### src/rtl/cgra_obi_rr_arbiter.sv
// rtl/cgra_obi_rr_arbiter.sv - round-robin OBI arbiter sharing one bus slave port among CGRA masters
`timescale 1ns/1ps
module cgra_obi_rr_arbiter #(
  parameter int NUM_MASTERS     = 8,
  parameter int MAX_OUTSTANDING = 4,
  parameter int ADDR_WIDTH      = 32,
  parameter int DATA_WIDTH      = 32
) (
  input  logic                                  clk_i,
  input  logic                                  rst_i,
  input  logic [NUM_MASTERS-1:0]                m_req_i,
  input  logic [NUM_MASTERS-1:0]                m_we_i,
  input  logic [NUM_MASTERS*DATA_WIDTH/8-1:0]   m_be_i,
  input  logic [NUM_MASTERS*ADDR_WIDTH-1:0]     m_addr_i,
  input  logic [NUM_MASTERS*DATA_WIDTH-1:0]     m_wdata_i,
  output logic [NUM_MASTERS-1:0]                m_gnt_o,
  output logic [NUM_MASTERS-1:0]                m_rvalid_o,
  output logic [DATA_WIDTH-1:0]                 m_rdata_o,
  output logic                                  bus_req_o,
  output logic                                  bus_we_o,
  output logic [DATA_WIDTH/8-1:0]               bus_be_o,
  output logic [ADDR_WIDTH-1:0]                 bus_addr_o,
  output logic [DATA_WIDTH-1:0]                 bus_wdata_o,
  input  logic                                  bus_gnt_i,
  input  logic                                  bus_rvalid_i,
  input  logic [DATA_WIDTH-1:0]                 bus_rdata_i,
  output logic [$clog2(MAX_OUTSTANDING):0]      outstanding_o,
  output logic                                  err_o
);

  localparam int IDX_W = (NUM_MASTERS > 1) ? $clog2(NUM_MASTERS) : 1;
  localparam int PTR_W = $clog2(MAX_OUTSTANDING);
  localparam int CNT_W = PTR_W + 1;
  localparam int BE_W  = DATA_WIDTH / 8;

  logic [IDX_W-1:0] r_rr_ptr;
  logic [IDX_W-1:0] r_fifo [MAX_OUTSTANDING];
  logic [PTR_W-1:0] r_head;
  logic [PTR_W-1:0] r_tail;
  logic [CNT_W-1:0] r_count;
  logic             r_err;

  logic [IDX_W-1:0] w_sel;
  logic [IDX_W-1:0] w_idx;
  logic             w_found;
  logic             w_full;
  logic             w_empty;
  logic             w_valid;
  logic             w_push;
  logic             w_pop;

  assign w_full  = (r_count == CNT_W'(MAX_OUTSTANDING));
  assign w_empty = (r_count == '0);

  // First requester at or after the round-robin pointer, wrapping modulo NUM_MASTERS.
  always_comb begin
    w_sel   = '0;
    w_idx   = '0;
    w_found = 1'b0;
    for (int k = 0; k < NUM_MASTERS; k++) begin
      w_idx = IDX_W'((32'(r_rr_ptr) + 32'(k)) % NUM_MASTERS);
      if (!w_found && m_req_i[w_idx]) begin
        w_found = 1'b1;
        w_sel   = w_idx;
      end
    end
  end

  assign w_valid = w_found && !w_full;
  assign w_push  = w_valid && bus_gnt_i;
  assign w_pop   = bus_rvalid_i && !w_empty;

  assign bus_req_o   = w_valid;
  assign bus_we_o    = w_valid ? m_we_i[w_sel] : 1'b0;
  assign bus_be_o    = w_valid ? m_be_i[w_sel*BE_W +: BE_W] : '0;
  assign bus_addr_o  = w_valid ? m_addr_i[w_sel*ADDR_WIDTH +: ADDR_WIDTH] : '0;
  assign bus_wdata_o = w_valid ? m_wdata_i[w_sel*DATA_WIDTH +: DATA_WIDTH] : '0;

  always_comb begin
    m_gnt_o    = '0;
    m_rvalid_o = '0;
    if (w_push) m_gnt_o[w_sel] = 1'b1;
    if (w_pop)  m_rvalid_o[r_fifo[r_head]] = 1'b1;
  end

  assign m_rdata_o     = bus_rdata_i;
  assign outstanding_o = r_count;
  assign err_o         = r_err;

  always_ff @(posedge clk_i) begin
    if (rst_i) begin
      r_rr_ptr <= '0;
      r_head   <= '0;
      r_tail   <= '0;
      r_count  <= '0;
      r_err    <= 1'b0;
      for (int i = 0; i < MAX_OUTSTANDING; i++) r_fifo[i] <= '0;
    end else begin
      if (w_push) begin
        r_fifo[r_tail] <= w_sel;
        r_tail         <= r_tail + 1'b1;
        r_rr_ptr       <= (w_sel == IDX_W'(NUM_MASTERS - 1)) ? '0 : w_sel + 1'b1;
      end
      if (w_pop) r_head <= r_head + 1'b1;
      case ({w_push, w_pop})
        2'b10:   r_count <= r_count + 1'b1;
        2'b01:   r_count <= r_count - 1'b1;
        default: r_count <= r_count;
      endcase
      // A response with nothing outstanding cannot be routed; flag it until reset.
      if (bus_rvalid_i && w_empty) r_err <= 1'b1;
    end
  end

endmodule

### config.mk
export PLATFORM = sky130hd
export DESIGN_NAME = cgra_obi_rr_arbiter
export DESIGN_NICKNAME = d
export VERILOG_FILES = /design/src/rtl/cgra_obi_rr_arbiter.sv
export SDC_FILE = /design/constraint.sdc
export NUM_CORES = 1
export LEC_CHECK = 0
export ABC_AREA = 1
export BUFFER_PORTS_ARGS = -buffer_cell sky130_fd_sc_hd__buf_2
export CORE_AREA = 8 8 273 275
export CTS_CLUSTER_DIAMETER = 100
export DETAILED_ROUTE_END_ITERATION = 7
export DIE_AREA = 0 0 281 283
export SETUP_SLACK_MARGIN = 0.2
export SLEW_MARGIN = 40
export SYNTH_ARGS = -nofsm -noshare
export SYNTH_HDL_FRONTEND = slang
export SYNTH_SLANG_ARGS = --single-unit
### constraint.sdc
create_clock -name clk_i -period 5.25 [get_ports clk_i]
set_input_delay 0.7875 -clock clk_i [delete_from_list [all_inputs] [get_ports clk_i]]
set_output_delay 0.7875 -clock clk_i [all_outputs]
set_load 0.05 [all_outputs]
; Word level (Yosys, flattened, before mapping)
; Memories as Yosys holds them, arrays and structs flattened. A register that Yosys moved wholly into a read port is not among the register bits.
; Cells that the tools add are included.
; Widths: inputs -> output; s select.
[word_totals]
reg_bits = 11
ram_bits = 12
input_bits = 596
out_inout_bits = 122
wordCells = 118
mem_count = 1
[mem_list]
columns = memory, depth, width, rd, rd_clocked_by_memory_dff, write_ports, line
row1 = r_fifo, 4, 3, 1, 1, 4, 37  ; logic [IDX_W-1:0] r_fifo [MAX_OUTSTANDING];
[op_classes]
n_addsub = 12
magnitude_cmp = 12
eq_ne = 4
shift = 3
muxes = 56
n_reduce_logical = 25
[ops]
columns = op, count
row1 = $shiftx 256x9->32, 2
row2 = $mux 32, 2
row3 = $lt 3x4->1 const B, 10
row4 = $shiftx 32x6->4, 1
row5 = $mux 3, 10
row6 = $bmux 1 s3, 9
row7 = $mux 1, 26
row8 = $mux 8, 2
row9 = $logic_and 1x1->1, 13
row10 = $add 3x3->3 const B, 4
row11 = $add 3x1->3 const B, 3
row12 = $logic_not 1->1, 9
row13 = $add 3x2->3 const B, 2
row14 = $demux 1 s3, 2
row15 = $eq 3x3->1 const B, 2
row16 = $ge 3x1->1 const B, 2
row17 = $mux 2, 3
row18 = $pmux 3 s2, 1
row19 = $add 2x1->2 const B, 2
row20 = $mux 4, 1
row21 = $logic_not 3->1, 1
row22 = $reduce_or 3->1, 1
row23 = $sub 3x1->3 const B, 1
row24 = $eq 2x1->1 const B, 1
row25 = other kinds (2), 2

; Logic depth before layout (Yosys ltp)
; Gate-level depths: netlist of run 1.
[depth]
word_depth = 31
ltp_mapped = 24
ltp_nobuf = 20

; Worst setup path after synthesis of run 1
; OpenSTA, ideal clock, no wires.
[synth_path]
path_kind = flip-flop to output port
startpoint = register r_rr_ptr[0]
endpoint = output bus_wdata_o[23]
t_arrival_ps = 3355
t_required_ps = 4463
setup_slack_ps = 1108
stages_incl_launch_ff = 22
n_path_buf = 4
path_cell_list = dfxtp_1 -> buf_4 -> inv_2 -> buf_6 -> ha_1 -> inv_1 -> nand3_1 -> nand3_1 -> nand2_2 -> nor2_4 -> nand4_4 -> nor2_4 -> nand2_1 -> nand3b_4 -> nand2_4 -> buf_6 -> buf_2 -> nand2_1 -> nand2_1 -> nand2_1 -> nand3_1 -> nor2_1
[synth_between]
elab_chain_cells = 26
elab_cells_between_ends = 56
cone_classes = add/sub: 7 / shift: 1 / mux: 33 / reduce/logical: 15
[synth_lines]
columns = item, line
row1 = "start, declared", 36  ; logic [IDX_W-1:0] r_rr_ptr;
row2 = "start signal, assigned", 102  ; r_rr_ptr <= (w_sel == IDX_W'(NUM_MASTERS - 1)) ? '0 : w_sel + 1'b1;
row3 = branches (longest 25 deep; another with $add 3x1->3), n/a
row4 = $mux 32 (*), 77  ; assign bus_wdata_o = w_valid ? m_wdata_i[w_sel*DATA_WIDTH +: DATA_WIDTH] : '0;
row5 = "end, declared", 23  ; output logic [DATA_WIDTH-1:0] bus_wdata_o,
; Every way passes the cells marked *. The select of a mux whose other input is x is not followed.

; Worst setup path after layout of run 1
[layout_path]
startpoint = register r_rr_ptr[0]
endpoint = output bus_wdata_o[4]
; The elaborated chain is that of the path after synthesis.

==> results of run 1 <==
layer usage:
layer  GRT usage  part of all wire
met1       0.140              0.39
met3      0.0270             0.093
met2       0.212              0.47
met4      0.0574             0.050
met5           0           0.00042
worst min-delay path: stages (launching register included):
cell and delay (ps):
dfxtp_1 310, inv_1 50, a21oi_1 50
through the flow:
| step | setup slack [ps] | util |
|---|---|---|
| 2_1_floorplan | 1110 | - |
| 3_3_place_gp | 586 | 0.187 |
| 3_5_place_dp | 525 | 0.187 |
| 4_1_cts | 214 | 0.189 |
| 5_1_grt | 201 | 0.190 |
| 6_report | 460 | 0.190 |
area by class of cell:
cell class,count,area share
clock buffer,3,0.00562
inverter,312,0.0877
timing repair buffer,696,0.291
tap,950,0.0890
sequential,25,0.0464
multi-input combinational,1396,0.479
clock inverter,1,0.000655
antenna,4,0.000749
cells in the final DEF, fill, tap and decap left out, types with 6 or more instances in the layout:
master / n
nand2_1: 832
o21ai_1: 63
nand3b_1: 139
nand3_1: 106
nor2_1: 112
inv_2: 6
dfxtp_1: 13
a21oi_1: 11
edfxtp_1: 12
inv_1: 305
buf_12: 22
buf_4: 29
buf_2: 644
nor2_4: 7
o21ai_0: 88
logic make-up (layout without fill, tap and decap cells):
kind of cell	Yosys count	in the layout
xor+xnor	4	4
buf+inv	460	1012
other cells	0	4
flops	25	25
compound gates	173	173
fa+ha+maj	6	6
simple gates	1212	1213
worst max-delay path by stage:
stage	endpoint	slack (ps)	cells after the start
floorplan	bus_wdata_o[23]	1110	21
global placement	bus_wdata_o[1]	590	20
detailed placement	bus_addr_o[5]	530	20
CTS	bus_addr_o[5]	210	20
global route	bus_addr_o[1]	200	19
finish	bus_wdata_o[4]	460	20
repair_timing:
item / in CTS / in global routing
gates resized for setup: 0 / 3
hold endpoints to repair: 0 / 0
setup endpoints to repair: 0 / 75
buffers inserted: 0 / 3
flip-flops by register name, indices dropped and copies added, names as in the netlist, named ones only:
register,count
r_rr_ptr,3
outstanding_o,3
r_head,2
err_o,1
r_tail,2
r_fifo,12
==> flow_metrics.env, run 1 <==
export IMPL_fin_setup_tns_ps=0
export IMPL_synth_top_area_share=0.345
export IMPL_placed_area_sq_um=13200
export IMPL_hp_class="register to register"
export IMPL_io_buffers=653
export IMPL_holdPathStages=2
export IMPL_fp_dieW_um=281
export IMPL_end_kind="output pin"
export IMPL_critical_path_max_stage_delay_ps=440
export IMPL_ys_flop_type="dfxtp_1"
export IMPL_min_to="err_o"
export IMPL_wl_per_cell_um=15.6
export IMPL_dieHeight_um=283
export IMPL_multiInputGateArea_sq_um=6400
export IMPL_antenna_found_initial=7
export IMPL_synth_area_leader_cell="nand2_1"
export IMPL_final_max_slew_violation_count=0
export IMPL_seq_area_frac_synth=0.0685
export IMPL_ys_ff_latch=25
export IMPL_syn_instance_count=1880
export IMPL_tightest_slew_ps=605
export IMPL_synth_compound_area_frac=0.100
export IMPL_ff2ff_path_depth=19
export IMPL_synth_enable_flop_cells=12
export IMPL_worst_path_max_fanout=64
export IMPL_min_from="err_o"
export IMPL_synth_fa_ha_area_frac=0.00912
export IMPL_grt_overflow=0
export IMPL_outcome="completed"
export IMPL_path_buf_inv=6
export IMPL_clock_sinks=25
export IMPL_grt_pass1_vias=13300
export IMPL_yosysMostFrequentCell="nand2_1"
export IMPL_syn_nets=2482
export IMPL_syn_area_sq_um=9050
export IMPL_grt_pass1_wl_um=76600
export IMPL_postCtsHoldBufs=0
export IMPL_hold_ws_ps=450
export IMPL_seq_area_sq_um=621
export IMPL_drt_first_pass_iters=5
export IMPL_cts_root_buffer="clkbuf_16"
export IMPL_min_period_over_period=0.912
export IMPL_rsz0062_at_grt="false"
export IMPL_ys_types=39
export IMPL_reg2reg_slack_ps=1670
export IMPL_fin_crit_ps=4790
export IMPL_final_antenna_net_count=0
export IMPL_clock_latency_ps=260
export IMPL_placedCellCount=3375
export IMPL_design_area_sq_um=13400
export IMPL_first_iter_violations=716
export IMPL_stdcell_count=3387
export IMPL_synth_async_sr_flop_share=0
export IMPL_vias_per_cell=3.94
export IMPL_cts_max_level=1
export IMPL_dieArea_sq_um=79500
export IMPL_max_cap_violations=0
export IMPL_nets=3036
export IMPL_n_fill_cell=8346
export IMPL_arrival_ps=4000
export IMPL_synth_simple_gate_area_share=0.588
export IMPL_syn_avg_cell_area_sq_um=4.82
export IMPL_initial_core_util=0.128
export IMPL_max_freq_mhz=209
export IMPL_synth_warnings=0
export IMPL_synthTopCellsByCount="nand2_1, inv_1, nand3b_1"
export IMPL_grt_max_degree=98
export IMPL_clock_skew_ps=4.52
export IMPL_required_ps=4460
export IMPL_timing_rr_start="r_rr_ptr[0]"
export IMPL_path_clk_slew_ps=70
export IMPL_drc_errors=0
export IMPL_gp_congestion=0.958
export IMPL_synth_xor_area_frac=0.00387
export IMPL_rows=98
export IMPL_max_slew_margin=0.596
export IMPL_drive_gt1_frac=0.300
export IMPL_cts_buffers=3
export IMPL_timing_rr_end="r_rr_ptr[2]"
export IMPL_synth_top_family_by_area="simple AND/OR/NAND/NOR gates"
export IMPL_cp_cell_sequence="inv_2 -> ha_1 -> inv_2 -> nand3_1 -> nand3_1 -> nand2_2 -> nor2_4 -> nand3_1 -> nand2_1 -> inv_1 -> nor2_1 -> nand3_4 -> buf_12 -> buf_12 -> nand3b_1 -> nand2_1 -> nand2_1 -> nand3_1 -> nor2_1 -> buf_12"
export IMPL_synthMuxAreaShare=0
export IMPL_cts_path_max_buffers=2
export IMPL_final_hold_violation_count=0
export IMPL_area_growth_pct=47.6
export IMPL_critPathLaunchType="register"
export IMPL_io_pin_count=718
export IMPL_crit_top_cell="nand3_1"
export IMPL_hpwl_um=44500
export IMPL_route_final_wire_length_um=52800
export IMPL_setup_viol=0
export IMPL_netlist_top_cells_area="nand2_1, inv_1, nand3b_1"
export IMPL_cpLargestDelayFamily="simple AND/OR/NAND/NOR gates"
export IMPL_startpoint="r_rr_ptr[0]"
export IMPL_vias=13300
export IMPL_cts_tree="yes"
export IMPL_core_sq_um=70500
export IMPL_grtUsageTotal=0.122
export IMPL_slowest_stage="ha_1"
export IMPL_path_class="register to output pin"
Power of run 1 is not shown: default switching activity piles up to over one toggle a cycle in this logic, so the estimate is an artifact.
==> run 2, diff against run 1 <==
--- a/config.mk
+++ b/config.mk
@@ -5,12 +5,11 @@
 export SDC_FILE = /design/constraint.sdc
 export NUM_CORES = 1
 export LEC_CHECK = 0
-export ABC_AREA = 1
 export BUFFER_PORTS_ARGS = -buffer_cell sky130_fd_sc_hd__buf_2
-export CORE_AREA = 8 8 273 275
+export CORE_AREA = 8 8 272 274
 export CTS_CLUSTER_DIAMETER = 100
 export DETAILED_ROUTE_END_ITERATION = 7
-export DIE_AREA = 0 0 281 283
+export DIE_AREA = 0 0 280 282
 export SETUP_SLACK_MARGIN = 0.2
 export SLEW_MARGIN = 40
 export SYNTH_ARGS = -nofsm -noshare
==> run 2 against run 1 <==
Effect of this change: flip-flop and latch count did not move; utilization shrank 1.8 points; fmax shrank 2.3%; worst setup slack lost 110 ps; via count is 19% lower; highest routed layer unchanged; sequential share of layout area increased by 0.57 points; first-iteration DRC count up 11%; non-clock buffer count rose by 20; count of clock-buffer cells in the layout is the same; design area fell by 11%; synthesized cell count down 41%; wire length decreased by 4.0%; largest cell class unchanged.
==> flow_metrics.env, run 2 <==
export IMPL_timing_rr_end="outstanding_o[2]"
export IMPL_grt_overflow=0
export IMPL_io_pin_count=718
export IMPL_required_ps=4460
export IMPL_arrival_ps=4120
export IMPL_grt_pass1_vias=10900
export IMPL_vias_per_cell=4.09
export IMPL_synth_async_sr_flop_share=0
export IMPL_hpwl_um=41300
export IMPL_antenna_found_initial=10
export IMPL_syn_avg_cell_area_sq_um=6.58
export IMPL_cts_tree="yes"
export IMPL_cts_path_max_buffers=2
export IMPL_syn_nets=1702
export IMPL_dieHeight_um=282
export IMPL_path_buf_inv=4
export IMPL_rsz0062_at_grt="false"
export IMPL_grt_pass1_wl_um=68300
export IMPL_core_sq_um=69500
export IMPL_final_antenna_net_count=0
export IMPL_ys_types=66
export IMPL_timing_rr_start="r_rr_ptr[1]"
export IMPL_io_buffers=653
export IMPL_min_to="err_o"
export IMPL_hp_class="register to register"
export IMPL_path_clk_slew_ps=60
export IMPL_nets=2287
export IMPL_ys_flop_type="dfxtp_1"
export IMPL_holdPathStages=2
export IMPL_final_hold_violation_count=0
export IMPL_drc_errors=0
export IMPL_design_area_sq_um=11900
export IMPL_route_final_wire_length_um=50700
export IMPL_tightest_slew_ps=596
export IMPL_syn_area_sq_um=7240
export IMPL_synth_area_leader_cell="nand2_1"
export IMPL_final_max_slew_violation_count=0
export IMPL_first_iter_violations=793
export IMPL_cts_root_buffer="clkbuf_16"
export IMPL_startpoint="r_rr_ptr[1]"
export IMPL_clock_skew_ps=3.91
export IMPL_largest_register_ffs=12
export IMPL_path_class="register to output pin"
export IMPL_layout_cells_most_common="buf_2"
export IMPL_seq_area_frac_synth=0.0857
export IMPL_cp_cell_sequence="inv_1 -> ha_4 -> mux2_4 -> a221oi_2 -> or3b_4 -> a21oi_4 -> a32oi_1 -> and2_2 -> inv_6 -> buf_12 -> mux2i_1 -> a22o_1 -> o22ai_2 -> buf_2"
export IMPL_outcome="completed"
export IMPL_drive_gt1_frac=0.470
export IMPL_clock_sinks=25
export IMPL_layout_common_cells="buf_2, nand2_1, mux2i_1"
export IMPL_cpLargestDelayFamily="compound AO/OA/AOI/OAI gates"
export IMPL_min_from="err_o"
export IMPL_min_period_over_period=0.934
export IMPL_yosysMostFrequentCell="nand2_1"
export IMPL_wl_per_cell_um=19.3
export IMPL_clock_latency_ps=260
export IMPL_ff2ff_path_depth=16
export IMPL_synthTopCellsByCount="nand2_1, mux2i_1, nand3_1"
export IMPL_initial_core_util=0.104
export IMPL_synth_warnings=0
export IMPL_fin_crit_ps=4900
export IMPL_cts_max_level=1
export IMPL_max_freq_mhz=204
export IMPL_critPathLaunchType="register"
export IMPL_area_growth_pct=64.3
export IMPL_regMostFlops="r_fifo"
export IMPL_synth_enable_flop_cells=12
export IMPL_netlist_top_cells_area="nand2_1, mux2i_1, a32oi_1"
export IMPL_syn_instance_count=1100
export IMPL_vias=10700
export IMPL_worst_path_max_fanout=51
export IMPL_grt_max_degree=80
export IMPL_fp_dieW_um=280
export IMPL_rows=97
export IMPL_reg2reg_slack_ps=880
export IMPL_synth_top_area_share=0.195
export IMPL_final_util=0.171
export IMPL_ys_ff_latch=25
export IMPL_grtUsageTotal=0.112
export IMPL_diodes=0
export IMPL_fin_setup_tns_ps=0
export IMPL_drt_first_pass_iters=5
export IMPL_postCtsHoldBufs=0
export IMPL_gp_congestion=1.01
export IMPL_placed_area_sq_um=11500
export IMPL_slowest_stage="or3b_4"
export IMPL_max_cap_violations=0
export IMPL_dieArea_sq_um=79000
export IMPL_critical_path_max_stage_delay_ps=450
export IMPL_cts_buffers=3
export IMPL_max_slew_margin=0.601
export IMPL_end_kind="output pin"
export IMPL_setup_viol=0
run 2: worst min-delay path, delay by kind of cell (launching register included):
kind	cells	cell delay, ps
AO/OA/AOI/OAI	1	40
AND/OR/NAND/NOR	1	70
flip-flops	1	320
run 2: area by class of cell:
type	count	area (sq um)
repair buffers	716	4100
clock inverters	1	7.51
clock buffers	3	75.1
fillers	8025	57600
well taps	940	1180
inverters	15	73.8
flip-flops and latches	25	621
multi-input cells	924	5840
run 2: timing repair:
action                     in CTS  in global routing
cloned                          1                  4
resized for setup               8                 29
setup endpoints to repair      34                 47
pin swaps                       1                  1
setup buffers                   1                  3
run 2: worst max path at each step:
stage / to / slack, ps / cells past startpoint
6_report: bus_wdata_o[3] / 350 / 14
2_1_floorplan: m_gnt_o[1] / 20 / 18
3_3_place_gp: bus_addr_o[22] / 310 / 13
5_1_grt: bus_be_o[3] / 200 / 13
3_5_place_dp: bus_be_o[1] / 300 / 14
4_1_cts: bus_wdata_o[1] / 290 / 15
run 2: layer usage:
layer / routed length (um) / up-vias / global-route usage / part of all wire
met5: 7 / - / 0 / 0.00014
met4: 2190 / 2 / 0.0460 / 0.043
met3: 4850 / 82 / 0.0286 / 0.096
met2: 23600 / 675 / 0.190 / 0.47
met1: 20100 / 4875 / 0.134 / 0.40
li1: - / 5108 / - / -
run 2: metrics by stage:
stage / cells / setup slack, ps / hold slack [ps]
after detailed placement: 2611 / 302 / 464
after floorplan: 1100 / 18.9 / 485
final: 2624 / 345 / 466
after global routing: 2624 / 199 / 539
after global placement: 2611 / 307 / 448
after CTS: 2617 / 293 / 479
run 2: kinds of logic after synthesis:
logic type / count (synthesis) / synth area share
flip-flops: 25 / 0.0857
AND/OR/NAND/NOR: 574 / 0.347
adder cells (fa/ha/maj): 6 / 0.0114
AO/OA/AOI/OAI: 222 / 0.225
multiplexers: 113 / 0.184
buffers and inverters: 151 / 0.135
XOR/XNOR: 9 / 0.0109
Power of run 2 is left out for the same reason.
==> run 3, diff against run 2 <==
--- a/config.mk
+++ b/config.mk
@@ -7,9 +7,11 @@
 export LEC_CHECK = 0
 export BUFFER_PORTS_ARGS = -buffer_cell sky130_fd_sc_hd__buf_2
 export CORE_AREA = 8 8 272 274
+export CTS_BUF_LIST = sky130_fd_sc_hd__clkbuf_4
 export CTS_CLUSTER_DIAMETER = 100
 export DETAILED_ROUTE_END_ITERATION = 7
 export DIE_AREA = 0 0 280 282
+export PLACE_DENSITY_LB_ADDON = 0.05
 export SETUP_SLACK_MARGIN = 0.2
 export SLEW_MARGIN = 40
 export SYNTH_ARGS = -nofsm -noshare
==> run 3 against run 2 <==
Effect of this change: wire length rose by 33%; count of clock-buffer cells in the layout did not move; fmax fell by 1.2%; clock skew fell by 0.73 ps; highest routed layer unchanged; global-route usage rose by 3.8 points; critical endpoint is now bus_wdata_o[13]; register-to-register slack improved by 70 ps.
==> flow_metrics.env, run 3 (same netlist as run 2, synthesis figures left out) <==
export IMPL_required_ps=4460
export IMPL_regMostFlops="r_fifo"
export IMPL_holdPathStages=2
export IMPL_postCtsHoldBufs=0
export IMPL_nets=2333
export IMPL_dieArea_sq_um=79000
export IMPL_clock_latency_ps=350
export IMPL_ff2ff_path_depth=17
export IMPL_grt_max_degree=37
export IMPL_hpwl_um=52500
export IMPL_post_place_ws_ps=274
export IMPL_cts_max_level=1
export IMPL_worst_path_max_fanout=6
export IMPL_area_growth_pct=84.2
export IMPL_setup_slack_ps=287
export IMPL_layout_common_cells="buf_2, nand2_1, mux2i_1"
export IMPL_min_from="err_o"
export IMPL_grt_overflow=0
export IMPL_cts_buffers=3
export IMPL_fp_dieW_um=280
export IMPL_path_class="register to output pin"
export IMPL_critPathLaunchType="register"
export IMPL_timing_rr_start="r_rr_ptr[1]"
export IMPL_path_clk_slew_ps=160
export IMPL_end_kind="output pin"
export IMPL_hp_class="register to register"
export IMPL_min_to="err_o"
export IMPL_min_period_over_period=0.945
export IMPL_initial_core_util=0.104
export IMPL_tightest_slew_ps=652
export IMPL_vias_per_cell=4.01
export IMPL_drt_first_pass_iters=5
export IMPL_stdcell_count=2678
export IMPL_antenna_found_initial=19
export IMPL_final_hold_violation_count=0
export IMPL_grtUsageTotal=0.150
export IMPL_dieHeight_um=282
export IMPL_grt_pass1_vias=11100
export IMPL_fin_setup_tns_ps=0
export IMPL_hold_ws_ps=490
export IMPL_first_iter_violations=567
export IMPL_rows=97
export IMPL_cp_cell_sequence="inv_4 -> ha_4 -> buf_6 -> mux2_4 -> a221oi_4 -> or3b_4 -> a21o_4 -> o21ai_4 -> mux2_4 -> a21oi_4 -> buf_12 -> buf_12 -> buf_12 -> buf_12 -> a32oi_4 -> and3_4 -> buf_8"
export IMPL_clock_sinks=25
export IMPL_cts_root_buffer="clkbuf_4"
export IMPL_final_antenna_net_count=0
export IMPL_grt_pass1_wl_um=86400
export IMPL_route_final_wire_length_um=67600
export IMPL_wl_per_cell_um=25.2
export IMPL_clock_skew_ps=3.18
export IMPL_cts_tree="yes"
export IMPL_cts_path_max_buffers=2
export IMPL_outcome="completed"
export IMPL_largest_register_ffs=12
export IMPL_layout_cells_most_common="buf_2"
export IMPL_max_slew_margin=0.564
export IMPL_fin_crit_ps=4960
export IMPL_max_freq_mhz=201
export IMPL_core_sq_um=69500
export IMPL_max_cap_violations=0
export IMPL_timing_rr_end="outstanding_o[2]"
export IMPL_io_pin_count=718
export IMPL_setup_viol=0
export IMPL_io_buffers=653
export IMPL_slowest_stage="or3b_4"
export IMPL_gp_congestion=0.817
export IMPL_crit_top_cell="buf_12"
export IMPL_drive_gt1_frac=0.510
export IMPL_vias=10700
export IMPL_drc_errors=0
export IMPL_placedCellCount=2619
export IMPL_reg2reg_slack_ps=950
export IMPL_critical_path_max_stage_delay_ps=450
export IMPL_final_max_slew_violation_count=0
export IMPL_arrival_ps=4180
export IMPL_rsz0062_at_grt="true"
-- run 3: cell count changes in the layout (fill, tap and decap cells not counted), sizes merged --
cell / delta
buf: +45
diode: +8
bufbuf: +1
clkinv: +1
inv: -1
-- run 3: critical path: cells and delay by family (launching register included) --
| kind | cells | cell delay, ps |
|---|---|---|
| flip-flops | 1 | 380 |
| AO/OA/AOI/OAI | 5 | 1040 |
| buffers and inverters | 7 | 810 |
| multiplexers | 2 | 660 |
| AND/OR/NAND/NOR | 2 | 620 |
| adder cells (fa/ha/maj) | 1 | 270 |
-- run 3: area by class of cell --
cell class | instances | area [sq um]
clock inverters | 1 | 7.51
inverters | 15 | 111
flip-flops and latches | 25 | 623
diodes | 8 | 20.0
well taps | 940 | 1180
repair buffers | 762 | 5250
clock buffers | 3 | 22.5
multi-input cells | 924 | 6130
fillers | 8076 | 56200
-- run 3: timing repair --
action / 4_1_cts / 5_1_grt
buffers inserted: 23 / 9
pin swaps: 9 / 56
resized for setup: 64 / 183
cloned: 7 / 9
setup endpoints to repair: 69 / 73
-- run 3: worst max-delay path by stage --
stage	startpoint	slack [ps]	to	cells after the start
finish	r_rr_ptr[1]	290	bus_wdata_o[13]	17
global route	r_rr_ptr[0]	130	bus_wdata_o[13]	17
CTS	r_rr_ptr[1]	220	bus_addr_o[19]	16
detailed placement	m_req_i[4]	270	bus_be_o[1]	13
global placement	m_req_i[4]	270	bus_be_o[1]	13
floorplan	r_rr_ptr[0]	20	m_gnt_o[1]	18
-- run 3: per-stage QoR --
step,util,cell area (sq um)
CTS,0.179,12400
detailed placement,0.167,11600
floorplan,-,7340
global placement,0.167,11600
finish,0.192,13300
global route,0.192,13300
-- run 3: metal layers --
layer	vias to the layer above	routed length [um]	share of wire	track usage
met1	5075	26300	0.39	0.169
met2	387	36700	0.54	0.292
li1	5201	-	-	-
met4	12	892	0.013	0.0219
met5	-	72	0.0011	0
met3	58	3640	0.054	0.0298
Power of run 3 is left out for the same reason.
